===== src/rtl/dds_seq_ctrl.sv =====
// dds_seq_ctrl: button-driven DDS wave/frequency sequencer that applies staged changes on phase wrap
module dds_debounce #(
  parameter int N = 4
) (
  input  logic clk,
  input  logic rst_n,
  input  logic i_btn_n,
  output logic o_level,
  output logic o_edge
);
  localparam int W = $clog2(N + 1);
  localparam logic [W-1:0] LAST = W'(N - 1);
  logic r_s1, r_s2, r_db, r_arm;
  logic [W-1:0] r_cnt;
  logic w_diff, w_hit;
  // until a stable release is seen the counter qualifies arming, so a held button never fires
  assign w_diff = r_arm ? (r_s2 != r_db) : !r_s2;
  assign w_hit = w_diff && (r_cnt == LAST);
  assign o_level = r_db;
  assign o_edge = r_arm && w_hit;
  always_ff @(posedge clk or negedge rst_n)
    if (!rst_n) begin
      r_s1 <= 1'b0;
      r_s2 <= 1'b0;
      r_db <= 1'b0;
      r_arm <= 1'b0;
      r_cnt <= '0;
    end else begin
      r_s1 <= !i_btn_n;
      r_s2 <= r_s1;
      r_cnt <= (w_diff && !w_hit) ? r_cnt + 1'b1 : '0;
      r_arm <= r_arm || w_hit;
      r_db <= (r_arm && w_hit) ? r_s2 : r_db;
    end
endmodule

module dds_seq_ctrl #(
  parameter int DEBOUNCE_CYCLES = 120000,
  parameter int HOLD_CYCLES = 12000000,
  parameter int DWELL_CYCLES = 6000000,
  parameter int WRAP_TIMEOUT = 24000
) (
  input  logic        clk,
  input  logic        rst_n,
  input  logic        boot_n,
  input  logic        sw_n,
  input  logic        phase_wrap,
  output logic [1:0]  wave_sel,
  output logic [1:0]  freq_sel,
  output logic [31:0] phase_inc,
  output logic        cfg_update,
  output logic        pending,
  output logic        sweep_active
);
  localparam int HW = $clog2(HOLD_CYCLES + 1);
  localparam int DW = $clog2(DWELL_CYCLES + 1);
  localparam int TW = $clog2(WRAP_TIMEOUT + 1);
  localparam logic [HW-1:0] HOLD_LAST = HW'(HOLD_CYCLES - 1);
  localparam logic [DW-1:0] DWELL_LAST = DW'(DWELL_CYCLES - 1);
  localparam logic [TW-1:0] TO_MAX = TW'(WRAP_TIMEOUT);
  typedef enum logic {S_IDLE, S_PENDING} state_t;
  state_t r_state, w_next;
  logic w_boot_lvl, w_boot_edge, w_sw_lvl, w_sw_edge;
  logic w_boot_rise, w_long_hit, w_short, w_step, w_freq_ev, w_ev, w_apply;
  logic [HW-1:0] r_hold;
  logic [DW-1:0] r_dwell;
  logic [TW-1:0] r_to;
  logic r_long;
  logic [1:0] r_stg_wave, r_stg_freq, w_wave_n, w_freq_n;

  function automatic logic [31:0] inc_lut(input logic [1:0] f);
    return f == 2'd0 ? 32'd357913 : f == 2'd1 ? 32'd715827 : f == 2'd2 ? 32'd1789574 : 32'd3578139;
  endfunction

  dds_debounce #(.N(DEBOUNCE_CYCLES)) u_boot (.clk(clk), .rst_n(rst_n), .i_btn_n(boot_n), .o_level(w_boot_lvl), .o_edge(w_boot_edge));
  dds_debounce #(.N(DEBOUNCE_CYCLES)) u_sw (.clk(clk), .rst_n(rst_n), .i_btn_n(sw_n), .o_level(w_sw_lvl), .o_edge(w_sw_edge));

  assign w_boot_rise = w_boot_edge && !w_boot_lvl;
  assign w_long_hit = w_sw_lvl && !r_long && (r_hold == HOLD_LAST);
  assign w_short = w_sw_edge && w_sw_lvl && !r_long && !w_long_hit;
  assign w_step = sweep_active && (r_dwell == DWELL_LAST);
  assign w_freq_ev = w_short || w_step;
  assign w_ev = w_boot_rise || w_freq_ev;
  assign w_wave_n = w_boot_rise ? (r_stg_wave == 2'd2 ? 2'd0 : r_stg_wave + 2'd1) : r_stg_wave;
  assign w_freq_n = r_stg_freq + {1'b0, w_freq_ev};

  always_ff @(posedge clk or negedge rst_n)
    if (!rst_n) r_state <= S_IDLE;
    else r_state <= w_next;

  always_comb
    w_next = (r_state == S_IDLE) ? (w_ev ? S_PENDING : S_IDLE) : (w_apply ? S_IDLE : S_PENDING);

  always_comb begin
    pending = (r_state == S_PENDING);
    w_apply = pending && (phase_wrap || r_to == TO_MAX);
  end

  always_ff @(posedge clk or negedge rst_n)
    if (!rst_n) begin
      r_hold <= '0;
      r_long <= 1'b0;
      sweep_active <= 1'b0;
      r_dwell <= '0;
      r_to <= '0;
      r_stg_wave <= 2'd0;
      r_stg_freq <= 2'd0;
      wave_sel <= 2'd0;
      freq_sel <= 2'd0;
      phase_inc <= 32'd357913;
      cfg_update <= 1'b0;
    end else begin
      r_hold <= (w_sw_lvl && !r_long && !w_long_hit) ? r_hold + 1'b1 : '0;
      r_long <= w_sw_lvl && (r_long || w_long_hit);
      sweep_active <= sweep_active ^ w_long_hit;
      r_dwell <= (!sweep_active || w_freq_ev) ? '0 : r_dwell + 1'b1;
      r_to <= (pending && !w_apply) ? r_to + 1'b1 : (!pending && w_ev) ? TW'(1) : '0;
      r_stg_wave <= w_wave_n;
      r_stg_freq <= w_freq_n;
      wave_sel <= w_apply ? w_wave_n : wave_sel;
      freq_sel <= w_apply ? w_freq_n : freq_sel;
      phase_inc <= w_apply ? inc_lut(w_freq_n) : phase_inc;
      cfg_update <= w_apply && ({w_wave_n, w_freq_n} != {wave_sel, freq_sel});
    end
endmodule


===== config.mk =====
export PLATFORM = sky130hd
export DESIGN_NAME = dds_seq_ctrl
export DESIGN_NICKNAME = d
export VERILOG_FILES = /design/src/rtl/dds_seq_ctrl.sv
export SDC_FILE = /design/constraint.sdc
export NUM_CORES = 1
export LEC_CHECK = 0
export CAP_MARGIN = 20
export CORE_MARGIN = 2
export CORE_UTILIZATION = 53
export DETAILED_ROUTE_END_ITERATION = 16
export PLACE_DENSITY = 0.84
export REMOVE_ABC_BUFFERS = 1
export SYNTH_ARGS = -nofsm -noshare
export SYNTH_HDL_FRONTEND = slang
export SYNTH_SLANG_ARGS = --single-unit

===== constraint.sdc =====
create_clock -name clk -period 3.3 [get_ports clk]
set_clock_uncertainty 0.15 [all_clocks]
set_input_delay 0.33 -clock clk [delete_from_list [all_inputs] [get_ports clk]]
set_output_delay 0.33 -clock clk [all_outputs]
set_load 0.02 [all_outputs]

==> qor.txt <==
LEAKAGE: 3.08 nW
Vias per std cell: 5.53
Vias: 4555
Final Util: 62.3%
Initial antenna violation count: 0
Final Cycle Share: 96.4%
Number of buffers created by CTS: 17
Initial Util: 53.7%
Slew @ Worst Pin: 1.07 ns
Nets: 682
DR WL/cell: 15.0 µm
Clk slew on worst S/H paths: 0.06 ns
Largest net degree at the start of global routing: 60
Dpl cells: 790
Port Buffers: 32
Hold crit path type: reg2reg
WS Path Type: reg2reg
Final WL: 12.3 mm
Clock tree buffer depth: 2
Root Buffer: clkbuf_16
CP arrival: 3.38 ns
Slew HR: 28.2%
Fin crit period: 3.18 ns
Switching Fraction: 21.0%
Gr usage total: 20.6%
Startpoint type of the worst setup path: register
R2R Setup Slk: 0.12 ns
Cell area after synthesis: 6370 µm²
Worst path required time: 3.50 ns
Drt initial violations: 338
Reg2reg end: phase_inc[20]
Synthesized flop and latch total: 127
Final hold violations: 0
Clk sinks: 127
I/O pin count: 44
FMAX: 314 MHz
Worst Setup EP: phase_inc[20]
Final setup viols: 0
Crit-path max FO: 5
Clock Power Share: 52.8%
Syn avg cell area: 10.1 µm²
GP Congestion: 0.848
Min Hold Slack: 0.208 ns
Comb pwr share: 3.4%
Final std cells w/o fill: 824
Worst vdd ir: 257 µV
Ys Warns: 0
Status: completed
Sequential area share after synthesis: 50.0%
Ys async rst share: 100%
Max-cap violations: 0
Core area: 11900 µm²
Switching pwr: 0.766 mW
Antenna Diode Count: 0
Global-route wire length before repair: 21.2 mm
R2R Path Start: r_hold[8]
Post-synth EDFFs: 0
Placed cell area: 6730 µm²
Setup tns final: 0 ns
Share of layout cells above drive strength 1: 13.1%
RSZ-0062 raised after global routing: no
Layout area overhead: 16.0%
Die Wd: 114 µm
Internal power: 2.88 mW
Top FF cell, synth: dfrtp_1
Yosys cell types: 58
CTS tree: built
Synth Instances: 631
ANT nets after route: 0
GRT overflow: 0
Crit end category: register
Worst Reg-to-Reg Cells: 11
Post-DP HPWL: 8.11 mm
Critical path origin: r_hold[8]
Clock Latency Late Sink: 0.42 ns
P per Cell Area: 494 nW/µm²
Die Area: 12900 µm²
First-pass DRT Iterations: 5
Sequential power share: 43.7%
Fillers: 902
Row cnt: 40
DRC: 0
Die Span Y: 114 µm
Fin area: 7390 µm²
Vias in the first global route: 4613
Worst hold stages: 0
Slew Viols, Final: 0
H-tree depth: 4
[critical path, cell delays in order (launching register included)]
cell	delay, ns
dfrtp_1	0.43
or4b_4	0.56
or3_1	0.32
or3_4	0.35
nand3_2	0.09
o21ai_0	0.10
ha_1	0.23
xnor2_2	0.16
buf_4	0.16
ha_1	0.20
nor3_2	0.23
a21o_1	0.14
[cells by family after synthesis]
kind of cell    count (synthesis)  synth area share [%]
compound gates                 37                  3.99
other cells                     1                0.0589
mux                             7                  1.24
buf+inv                        59                  5.15
flops                         127                  50.0
xor+xnor                       88                  12.1
simple gates                  299                  24.9
fa+ha+maj                      13                  2.55
[registers in the layout (all words and copies together) (netlist names), 2 cells and up]
register and cells:
phase_inc 12, r_dwell 23, r_hold 24, r_stg_freq 2, r_stg_wave 2, r_to 15
u_boot.r_cnt 17, u_sw.r_cnt 17, wave_sel 2
[layout by cell type, fill, tap and decap left out, drive strengths merged, types with 2 or more instances in the layout]
| master | Yosys | final |
|---|---|---|
| a21o | 2 | 2 |
| a21oi | 5 | 5 |
| a41oi | 2 | 2 |
| and2 | 3 | 3 |
| and3 | 19 | 19 |
| and4 | 7 | 7 |
| buf | 30 | 8 |
| bufinv | 0 | 3 |
| clkbuf | 6 | 22 |
| clkdlybuf4s50 | 0 | 31 |
| clkinv | 0 | 5 |
| clkinvlp | 0 | 2 |
| conb | 1 | 11 |
| dfrtp | 122 | 122 |
| dfstp | 5 | 5 |
| ha | 13 | 13 |
| inv | 23 | 23 |
| mux2 | 7 | 7 |
| nand2 | 43 | 43 |
| nand2b | 5 | 5 |
| nand3 | 37 | 37 |
| nand4 | 22 | 22 |
| nand4b | 4 | 4 |
| nand4bb | 3 | 3 |
| nor2 | 106 | 106 |
| nor2b | 3 | 3 |
| nor3 | 13 | 13 |
| nor3b | 2 | 2 |
| nor4 | 11 | 11 |
| o21ai | 18 | 18 |
| or2 | 2 | 2 |
| or3 | 9 | 9 |
| or4 | 2 | 2 |
| or4b | 4 | 4 |
| xnor2 | 46 | 46 |
| xor2 | 42 | 42 |
[power groups by stage]
| stage | combinational [mW] | clock [mW] | sequential (mW) |
|---|---|---|---|
| floorplan | 0.0324 | 0 | 1.64 |
| global placement | 0.123 | 0 | 1.62 |
| detailed placement | 0.127 | 0 | 1.62 |
| CTS | 0.128 | 1.96 | 1.60 |
| global route | 0.139 | 2.02 | 1.60 |
| finish | 0.125 | 1.93 | 1.60 |
[timing repair]
item                                    in CTS  in global routing
gates resized for setup                      0                  6
endpoints found under the setup margin       0                  9
buffers inserted                             0                  1
hold buffers                                 1                  0
hold endpoints to repair                    52                  0
[how the worst min path moves through the flow]
stage / from / to / slack [ns]
4_1_cts: u_sw.r_s1 / u_sw.r_s2 / 0.21
3_5_place_dp: u_sw.r_s1 / u_sw.r_s2 / 0.20
2_1_floorplan: rst_n / cfg_update / -0.12
5_1_grt: u_boot.r_s1 / u_boot.r_s2 / 0.22
6_report: u_sw.r_s1 / u_sw.r_s2 / 0.21
3_3_place_gp: u_sw.r_s1 / u_sw.r_s2 / 0.19
[stage by stage]
stage,total power [mW],worst slack (ns)
floorplan,1.67,-0.0832
global placement,1.74,0.156
detailed placement,1.75,0.0444
CTS,3.68,0.0290
global route,3.76,0.00233
finish,3.65,0.119
[layer usage]
| layer | vias to the layer above | routed length, µm | global-route usage, % |
|---|---|---|---|
| met4 | 0 | 269 | 10.0 |
| met3 | 26 | 492 | 6.16 |
| met1 | 2248 | 5410 | 24.5 |
| met5 | - | 0 | 0 |
| met2 | 101 | 6170 | 34.5 |
| li1 | 2180 | - | - |
[synth_stat cells (all sizes together) (9+ instances only)]
cell | instances | area (µm²)
xor2 | 42 | 368
o21ai | 18 | 97.6
inv | 23 | 86.3
nor2 | 106 | 448
dfrtp | 122 | 3050
nand2 | 43 | 161
or3 | 9 | 61.3
nor3 | 13 | 65.1
ha | 13 | 163
nand3 | 37 | 195
buf | 30 | 219
xnor2 | 46 | 403
and3 | 19 | 119
nand4 | 22 | 138
nor4 | 11 | 81.3
[area by class of cell]
cell class                 instances  area [µm²]  share of cell area (%)
clock buffer                      22         484                    6.55
sequential                       127        3180                    43.1
timing repair buffer              40         393                    5.32
multi-input combinational        455        2920                    39.6
clock inverter                    10         134                    1.81
tap                              147         184                    2.49
inverter                          23        86.3                    1.17
No activity file was read; power rests on OpenSTA's default activity.
